--- src/rtl/cumsum_feeder.sv ---
// Stimulus source and result checker for the cumulative-sum accumulator.
// Streams a host-loaded sample buffer, predicts the sum and compares the reply.
module cumsum_feeder #(
    parameter int DEPTH   = 16,
    parameter int TIMEOUT = 15
) (
    input  logic                     clk_data,
    input  logic                     rst,
    input  logic                     wr_en,
    input  logic [$clog2(DEPTH)-1:0] wr_addr,
    input  logic [7:0]               wr_data,
    input  logic [7:0]               n_cfg,
    input  logic                     go,
    output logic                     busy,
    output logic                     cfg_err,
    output logic                     start_out,
    output logic [7:0]               n_out,
    output logic [7:0]               data_out,
    input  logic                     done_in,
    input  logic [15:0]              sum_in,
    output logic [15:0]              exp_sum,
    output logic                     result_valid,
    output logic                     match,
    output logic                     timeout
);

    localparam int AW = $clog2(DEPTH);
    localparam int CW = $clog2(TIMEOUT + 1);

    typedef enum logic [2:0] {
        S_IDLE,
        S_START,
        S_STREAM,
        S_WAIT,
        S_REPORT
    } state_t;

    state_t state, state_nx;

    logic [7:0]    mem [DEPTH];
    logic [AW-1:0] idx, idx_nx, idx_inc;
    logic [7:0]    n_lat, n_lat_nx;
    logic [CW-1:0] wcnt, wcnt_nx;
    logic [15:0]   exp_nx;
    logic [7:0]    data_nx, n_out_nx;
    logic          match_nx, to_nx, cfg_err_nx;
    logic          cfg_ok, last, expired;

    assign cfg_ok  = (n_cfg != 8'd0) && (n_cfg <= 8'(DEPTH));
    assign last    = (8'(idx) == n_lat - 8'd1);
    assign expired = (wcnt == CW'(TIMEOUT));
    assign idx_inc = idx + 1'b1;

    // Buffer has no reset; host reloads it before each self-test.
    always_ff @(posedge clk_data) begin
        if (wr_en && !busy)
            mem[wr_addr] <= wr_data;
    end

    always_ff @(posedge clk_data) begin
        if (rst) begin
            state        <= S_IDLE;
            idx          <= '0;
            n_lat        <= 8'd0;
            wcnt         <= '0;
            busy         <= 1'b0;
            cfg_err      <= 1'b0;
            start_out    <= 1'b0;
            n_out        <= 8'd0;
            data_out     <= 8'd0;
            exp_sum      <= 16'd0;
            result_valid <= 1'b0;
            match        <= 1'b0;
            timeout      <= 1'b0;
        end else begin
            state        <= state_nx;
            idx          <= idx_nx;
            n_lat        <= n_lat_nx;
            wcnt         <= wcnt_nx;
            busy         <= (state_nx != S_IDLE);
            cfg_err      <= cfg_err_nx;
            start_out    <= (state_nx == S_START);
            n_out        <= n_out_nx;
            data_out     <= data_nx;
            exp_sum      <= exp_nx;
            result_valid <= (state_nx == S_REPORT);
            match        <= match_nx;
            timeout      <= to_nx;
        end
    end

    always_comb begin
        state_nx = state;
        unique case (state)
            S_IDLE:   if (go && cfg_ok) state_nx = S_START;
            S_START:  state_nx = S_STREAM;
            S_STREAM: if (last) state_nx = S_WAIT;
            S_WAIT:   if (done_in || expired) state_nx = S_REPORT;
            S_REPORT: state_nx = S_IDLE;
            default:  state_nx = S_IDLE;
        endcase
    end

    // Values computed here are registered, so they appear in the next state.
    always_comb begin
        idx_nx     = idx;
        n_lat_nx   = n_lat;
        wcnt_nx    = wcnt;
        exp_nx     = exp_sum;
        match_nx   = match;
        to_nx      = timeout;
        data_nx    = 8'd0;
        cfg_err_nx = 1'b0;
        unique case (state)
            S_IDLE: begin
                if (go && cfg_ok) begin
                    n_lat_nx = n_cfg;
                    idx_nx   = '0;
                    exp_nx   = 16'd0;
                    match_nx = 1'b0;
                    to_nx    = 1'b0;
                end else if (go) begin
                    cfg_err_nx = 1'b1;
                end
            end
            S_START: data_nx = mem[idx];
            S_STREAM: begin
                exp_nx = exp_sum + {8'd0, data_out};
                if (last) begin
                    wcnt_nx = '0;
                end else begin
                    idx_nx  = idx_inc;
                    data_nx = mem[idx_inc];
                end
            end
            S_WAIT: begin
                if (done_in) begin
                    to_nx    = 1'b0;
                    match_nx = (sum_in == exp_sum);
                end else if (expired) begin
                    to_nx    = 1'b1;
                    match_nx = 1'b0;
                end else begin
                    wcnt_nx = wcnt + 1'b1;
                end
            end
            S_REPORT: ;
            default: ;
        endcase
        n_out_nx = (state_nx != S_IDLE) ? n_lat_nx : 8'd0;
    end

endmodule

--- config.mk ---
export PLATFORM = sky130hd
export DESIGN_NAME = cumsum_feeder
export DESIGN_NICKNAME = d
export VERILOG_FILES = /design/src/rtl/cumsum_feeder.sv
export SDC_FILE = /design/constraint.sdc
export NUM_CORES = 1
export LEC_CHECK = 0
export ABC_CLOCK_PERIOD_IN_PS = 6200
export CAP_MARGIN = 40
export CORE_AREA = 10 10 140 142
export CTS_BUF_LIST = sky130_fd_sc_hd__clkbuf_16
export CTS_CLUSTER_SIZE = 30
export DETAILED_ROUTE_END_ITERATION = 6
export DIE_AREA = 0 0 150 152
export PLACE_DENSITY = 0.85
export SLEW_MARGIN = 10
export SYNTH_ARGS = -nofsm -noshare
export SYNTH_HDL_FRONTEND = slang
export SYNTH_SLANG_ARGS = --single-unit
export TNS_END_PERCENT = 1
--- constraint.sdc ---
create_clock -name clk_data -period 6.2 [get_ports clk_data]
set_clock_uncertainty 0.2 [all_clocks]
set_input_delay 1.24 -clock clk_data [delete_from_list [all_inputs] [get_ports clk_data]]
set_output_delay 1.24 -clock clk_data [all_outputs]
set_load 0.05 [all_outputs]
* Yosys cells after proc, flatten, opt, wreduce, memory -nomap -nowiden
Memories as Yosys holds them, arrays and structs flattened. A register that Yosys moved wholly into a read port is not among the register bits.
Cells that the tools add are included.
** Word-level totals
- Input bits :: 41
- Flip-flop bits (word level) :: 57
- Memories kept :: 1
- Output and inout port bits :: 38
- Logic and storage cells :: 81
- Memory bits (writable) :: 128
** Memory list
- mem :: depth 16, width 8, read ports 2, clocked after memory_dff 1, wr ports 1, line 40 : logic [7:0] mem [DEPTH];
** Cells by class
- Multiplexer cells :: 29
- Add/sub/neg operators :: 4
- Bitwise logic cells :: 2
- Reduce and logical (&&, ||, !) cells :: 17
- Equal/unequal tests :: 14
- Order comparisons :: 1
** Operator list (count)
- case mux 16 bit (2 select lines) :: 1
- two-way mux 4 bit :: 7
- two-way mux 8 bit :: 3
- adder 16 x 8 -> 16 bit :: 1
- == test 16 bit :: 1
- two-way mux 16 bit :: 1
- case mux 4 bit (2 select lines) :: 2
- case mux 8 bit (2 select lines) :: 1
- case mux 3 bit (4 select lines) :: 1
- inequality test 2 bit, second input constant :: 5
- two-way mux 3 bit :: 3
- adder 4 x 1 -> 4 bit, second input constant :: 2
- == test 4 x 8 -> 1 bit :: 1
- less-or-equal comparator 8 x 5 -> 1 bit, second input constant :: 1
- two-way mux 1 bit :: 8
- nonzero test 8 bit :: 1
- subtractor 8 x 1 -> 8 bit, second input constant :: 1
- == test 3 x 1 -> 1 bit, second input constant :: 2
- == test 3 x 2 -> 1 bit, second input constant :: 2
- AND reduction 3 bit :: 2
- nonzero test 2 bit :: 3
- == test 4 bit, second input constant :: 1
- case mux 1 bit (2 select lines) :: 2
- AND reduction 4 bit :: 1
- other kinds (11) :: 14

* Depth between registers and ports, before layout
Gate-level depths: netlist of run 1.
- Word-level depth :: 8
- Gate-level depth with buffers :: 9
- Gate-level depth less buffers :: 7

* Least setup slack after synthesis of run 1
Ideal clock, no wire load.
- Kind :: input to register
- From :: input port wr_en
- To :: memory mem[8][0] (enable)
- Setup time :: 0.383 ns
- Buffers on the path :: 0
- Setup slack :: 3.201 ns
- Cell stages on the path :: 3
- Arrival time :: 2.415 ns
- Required time :: 5.617 ns
- Path through :: nand2b_1 or3b_2 nor3_1
** On the way
- Longest elaborated chain between the ends :: 3
** RTL lines
- start: declaration :: line 9 : input logic wr_en,
- logical AND 1 bit :: line 56 : if (wr_en && !busy)
- two-way mux 1 bit :: line 56
- two-way mux 1 bit (implied by the code) :: line 57 : mem[wr_addr] <= wr_data;
- end: declaration :: line 40
Every way passes these cells.

==> results of run 1 <==
state kept, by name, indices dropped and copies added, names as in the netlist, named ones only:
| signal | cells |
|---|---|
| mem | 128 |
| exp_sum | 16 |
| data_out | 8 |
| n_lat | 8 |
| n_out | 8 |
| idx | 4 |
| wcnt | 4 |
| state | 3 |
| busy | 1 |
| cfg_err | 1 |
| match | 1 |
| result_valid | 1 |
| start_out | 1 |
| timeout | 1 |
power breakdown:
group          leakage (nW)  internal [W]  total [W]  switching, W
combinational          1.59     0.0000526   0.000116     0.0000638
sequential             1.65       0.00136    0.00136    0.00000593
clock                 0.284      0.000625    0.00108      0.000459
total                  3.52       0.00203    0.00256      0.000529
layer usage:
metal / track usage / share of wire / vias up
met3: 0.0499 / 0.084 / 38
met5: 0 / 0 / -
met1: 0.239 / 0.39 / 3049
met4: 0.0755 / 0.020 / 0
met2: 0.327 / 0.51 / 304
li1: - / - / 2662
kinds of logic (layout without fill, tap and decap cells):
kind of cell               after synthesis  after routing  share of synthesized area
DFF                                    189            189                      0.555
and+or+nand+nor                        151            151                     0.0931
AOI/OAI and AO/OA                      104            104                     0.0827
muxes                                   95             95                      0.194
buffers and inverters                   46            135                     0.0277
xor gates and xnor gates                31             31                     0.0306
adders and majority gates               12             12                     0.0173
worst max-delay path by stage:
stage,endpoint,cells past startpoint
after floorplan,mem[8][0],3
after global placement,exp_sum[11],6
after detailed placement,exp_sum[11],6
after CTS,exp_sum[11],6
after global routing,exp_sum[11],6
final,exp_sum[11],6
final cells by class:
type / instances / area share
Tap cell: 225 / 0.0262
Sequential cell: 189 / 0.472
Clock inverter: 15 / 0.0144
Inverter: 6 / 0.00210
Multi-Input combinational cell: 393 / 0.357
Timing Repair Buffer: 97 / 0.0892
Clock buffer: 17 / 0.0396
worst min-delay path, stage by stage, from the launching register on:
cell	delay, ns
dfxtp_1	0.32
nand2_1	0.06
a21oi_1	0.06
metrics by stage:
stage / instance area [um^2] / total power (W) / setup slack, ns
CTS: 10700 / 0.00257 / 2.39
global placement: 10000 / 0.00150 / 2.06
floorplan: 9120 / 0.00145 / 3.20
finish: 10700 / 0.00256 / 2.35
detailed placement: 10200 / 0.00151 / 1.95
global route: 10700 / 0.00263 / 2.21
layout by cell type, fill, tap and decap left out, types with 3 or more instances in the layout:
master	instances
edfxtp_1	128
clkdlybuf4s50_1	78
mux4_2	61
dfxtp_1	60
a21oi_1	34
nor2_1	31
mux2i_1	29
xnor2_1	20
nand2_1	19
clkbuf_16	17
nor3_1	15
nand3_1	15
buf_4	15
nand4_1	13
ha_1	11
and3_1	10
a211oi_1	10
xor2_1	9
o22ai_1	8
a22o_1	8
a21o_1	8
inv_1	7
nor2b_1	7
o21ai_0	6
and2_1	6
nand2b_1	4
clkinv_1	4
or3_1	3
a211oi_2	3
mux4_1	3
clkinv_2	3
clkinvlp_4	3
bufinv_16	3
==> results.cfg, run 1 <==
[yosys]
synth_area_per_cell_um2 = 14.5
ys_top_cells_by_count = 128 x edfxtp_1, 61 x dfxtp_1, 61 x mux4_2
synth_largest_area_cell = edfxtp_1
synth.cell_area_um2 = 9120
netlist.area_leader.share = 0.421
yosysUniqueCellTypes = 76
yosysWarnings = 0
ys_seq_area_frac = 0.555
synth-seq-cells = 189
syn-num-nets = 681
synthArstFlopShare = 0
synth.area.top_cells = edfxtp_1 42%, mux4_2 15%, dfxtp_1 13%
yosysMostFrequentCell = edfxtp_1
synth_ff_type = edfxtp_1
synth_edf_count = 128
synthesis.instances = 628

[sta]
fin_hold_ws_ns = 0.283
fin_tns_setup_ns = 0
fmax_mhz = 260
slew_headroom = 0.414
finalSetupViolations = 0
rsz0062_at_grt = false
drv_slew = 0
post-route-period-util = 0.621
hold_viol = 0
worstMarginPinSlew_ns = 0.875
layout_min_cycle_time_ns = 3.85

[floorplanning]
row_count = 48
die_h_um = 152
ios = 79
dieArea_um2 = 22800
fp.dieW_um = 150
core_area_um2 = 16900
initial_core_util = 0.539

[worst_setup_path]
end_kind = flop
path_class = input pin to flop
critPathMaxFanout = 43
ff2ff_setup_slack_ns = 2.81
ff2ff_path_depth = 8
worstPathRequired_ns = 6.32
slowest_delay_ns = 0.78
start_kind = input pin
startpoint = rst
cp_cell_sequence = clkdlybuf4s50_1, buf_4, clkinv_1, and4_1, a41o_1, or3b_1
arrival_ns = 3.97
r2r_end = data_out[2]
cp_slowest_cell = clkinv_1
crit_family = buffers and inverters
r2r-start = idx[0]
cp_num_buf_inv = 3

[clock_network]
postCtsHoldBufs = 0
cts_tree = yes
cts_inserted_buffers = 17
clk_latency_ns = 0.44
cts.repair.resized = 0
htree_levels = 4
clock-root-buffer = clkbuf_16
clk_pin_slew_ns = 0.07
postCtsSetupBuffers = 0
clk_path_buf_depth = 2
clock_sinks = 189

[layout]
drive_above_1_share = 0.177
diodes = 0
fillers = 1198
area_delta_synth_final_pct = 17.8
regArea_um2 = 5070
num-nets-final = 757
multi_input_area_um2 = 3830
post-route-util = 0.634
final_cells = 942

[global_route]
grt_pass1_wl_mm = 35.0
grtUsageTotal = 0.196
grt_pass1_vias = 6234
grt_max_degree = 44
overflow = 0
antenna_found_initial = 0

[pwr]
ir_worst_vdd_mv = 0.310
power_density_nw_per_um2 = 239
leakage_nw = 3.52

[detailed_routing]
totalWireLength_mm = 22.2
viasPerCell = 6.43
wl_per_cell_um = 23.5
first_iter_violations = 500
ant_nets = 0
drt_pre_antenna_iters = 5
drcViolationCount = 0
route.vias.total = 6053

[place]
dp_hpwl_mm = 15.0
numPlacedInstances = 910
numPortBuffers = 78
gp_congestion = 0.831

[min_path]
worstHoldStart = timeout
hold_depth = 2
min_path_type = flop to flop
hold-path-endpoint = timeout

[outcome]
status = completed

[job]
maxCapViolCount = 0
Note: power is estimated with default switching activity, not from simulation.
==> run 2: changes to the inputs <==
--- a/config.mk
+++ b/config.mk
@@ -5,14 +5,14 @@
 export SDC_FILE = /design/constraint.sdc
 export NUM_CORES = 1
 export LEC_CHECK = 0
-export ABC_CLOCK_PERIOD_IN_PS = 6200
+export ABC_CLOCK_PERIOD_IN_PS = 3200
 export CAP_MARGIN = 40
-export CORE_AREA = 10 10 140 142
+export CORE_AREA = 10 10 144 146
 export CTS_BUF_LIST = sky130_fd_sc_hd__clkbuf_16
 export CTS_CLUSTER_SIZE = 30
 export DETAILED_ROUTE_END_ITERATION = 6
-export DIE_AREA = 0 0 150 152
-export PLACE_DENSITY = 0.85
+export DIE_AREA = 0 0 154 156
+export PLACE_DENSITY = 0.84
 export SLEW_MARGIN = 10
 export SYNTH_ARGS = -nofsm -noshare
 export SYNTH_HDL_FRONTEND = slang
==> constraint.sdc (replaced) <==
create_clock -name clk_data -period 3.2 [get_ports clk_data]
set_clock_uncertainty 0.2 [all_clocks]
set_input_delay 0.64 -clock clk_data [delete_from_list [all_inputs] [get_ports clk_data]]
set_output_delay 0.64 -clock clk_data [all_outputs]
set_load 0.05 [all_outputs]
==> run 2 against run 1 <==
Sequential cell count did not move. Design area rose by 0.27%. Critical path depth rose by 1. Critical endpoint is now exp_sum[14]. Register-to-register slack got worse by 2.4 ns. Final cell count rose by 1.6%.
==> results.cfg, run 2 (synthesized netlist as in run 1, its figures left out) <==
[outcome]
status = completed

[detailed_routing]
totalWireLength_mm = 22.2
viasPerCell = 6.32
drt_pre_antenna_iters = 5
route.vias.total = 6047
first_iter_violations = 499
wl_per_cell_um = 23.2
drcViolationCount = 0
ant_nets = 0

[worst_setup_path]
arrival_ns = 2.89
worstPathRequired_ns = 3.33
critPathMaxFanout = 6
ff2ff_path_depth = 7
path_class = flop to flop
r2r-start = data_out[0]
ff2ff_setup_slack_ns = 0.44
r2r_end = exp_sum[14]
end_kind = flop
start_kind = flop

[clock_network]
postCtsSetupBuffers = 0
cts_inserted_buffers = 17
clock-root-buffer = clkbuf_16
clock_sinks = 189
htree_levels = 4
cts_tree = yes
clk_pin_slew_ns = 0.07
clk_latency_ns = 0.44
cts.repair.resized = 0
postCtsHoldBufs = 0
clk_path_buf_depth = 2

[floorplanning]
ios = 79
die_h_um = 156
fp.dieW_um = 154
row_count = 49
dieArea_um2 = 24000
initial_core_util = 0.511
core_area_um2 = 17800

[pwr]
power.total_w = 0.00490
power_density_nw_per_um2 = 455
leakage_nw = 3.55
ir_worst_vdd_mv = 0.437

[job]
maxCapViolCount = 0

[min_path]
hold_depth = 2
worstHoldStart = timeout
min_path_type = flop to flop
hold-path-endpoint = timeout

[sta]
drv_slew = 0
post-route-period-util = 0.863
finalSetupViolations = 0
slew_headroom = 0.403
fmax_mhz = 362
hold_viol = 0
worstMarginPinSlew_ns = 0.894
fin_hold_ws_ns = 0.277
rsz0062_at_grt = false
fin_tns_setup_ns = 0
layout_min_cycle_time_ns = 2.76

[layout]
drive_above_1_share = 0.192
final_cells = 957
layout_commonest_cell = edfxtp_1
area_delta_synth_final_pct = 18.1
largest_register = mem
num-nets-final = 768
post-route-util = 0.604
diodes = 0
final_cell_mix = 128 x edfxtp_1, 78 x clkdlybuf4s50_1, 61 x mux4_2
top_regs = mem (128), exp_sum (16)
largest_reg_flops = 128

[global_route]
grt_pass1_vias = 6307
grt_max_degree = 43
antenna_found_initial = 0
grtUsageTotal = 0.187
overflow = 0
grt_pass1_wl_mm = 35.5

[place]
gp_congestion = 0.845
numPortBuffers = 78
dp_hpwl_mm = 15.3
numPlacedInstances = 925
## run 2: cell count changes in the layout (fill, tap and decap cells not counted), moves of 3 or more
cell / delta
inv_8: +6
inv_6: +3
bufinv_16: -3
clkinv_1: -3
buf_4: +13
## run 2: report_power, final
group / internal, W / switching, W
clock: 0.00104 / 0.000990
sequential: 0.00263 / 0.0000115
combinational: 0.000107 / 0.000127
## run 2: area by class of cell
type | instances | area (um^2)
well taps | 229 | 287
multi-input cells | 393 | 3810
clock buffers | 17 | 425
clock inverters | 15 | 140
flip-flops and latches | 189 | 5070
inverters | 6 | 22.5
repair buffers | 108 | 1030
fillers | 1253 | 7070
## run 2: worst max-delay path by stage
| stage | cells after the start | from | endpoint |
|---|---|---|---|
| after floorplan | 7 | exp_sum[0] | exp_sum[12] |
| after global placement | 6 | n_cfg[5] | exp_sum[11] |
| after detailed placement | 6 | n_cfg[7] | exp_sum[11] |
| after CTS | 7 | data_out[0] | exp_sum[14] |
| after global routing | 7 | data_out[0] | exp_sum[14] |
| final | 7 | data_out[0] | exp_sum[14] |
## run 2: worst max-delay path: stages, from the launching register on
cell	delay, ns
dfxtp_1	0.36
ha_1	0.24
fa_1	0.43
a211oi_2	0.28
o21bai_2	0.15
a2111oi_4	0.52
nor3_1	0.14
mux2_1	0.33
## run 2: layer usage
layer  share of wire  GRT usage
met2            0.51      0.319
met5               0          0
met3           0.083     0.0477
met4           0.017     0.0499
met1            0.39      0.230
## run 2: stage by stage
step	setup slack (ns)	instance area, um^2
finish	0.437	10800
global route	0.289	10800
CTS	0.484	10800
detailed placement	0.259	10200
global placement	0.280	10200
floorplan	0.466	9120
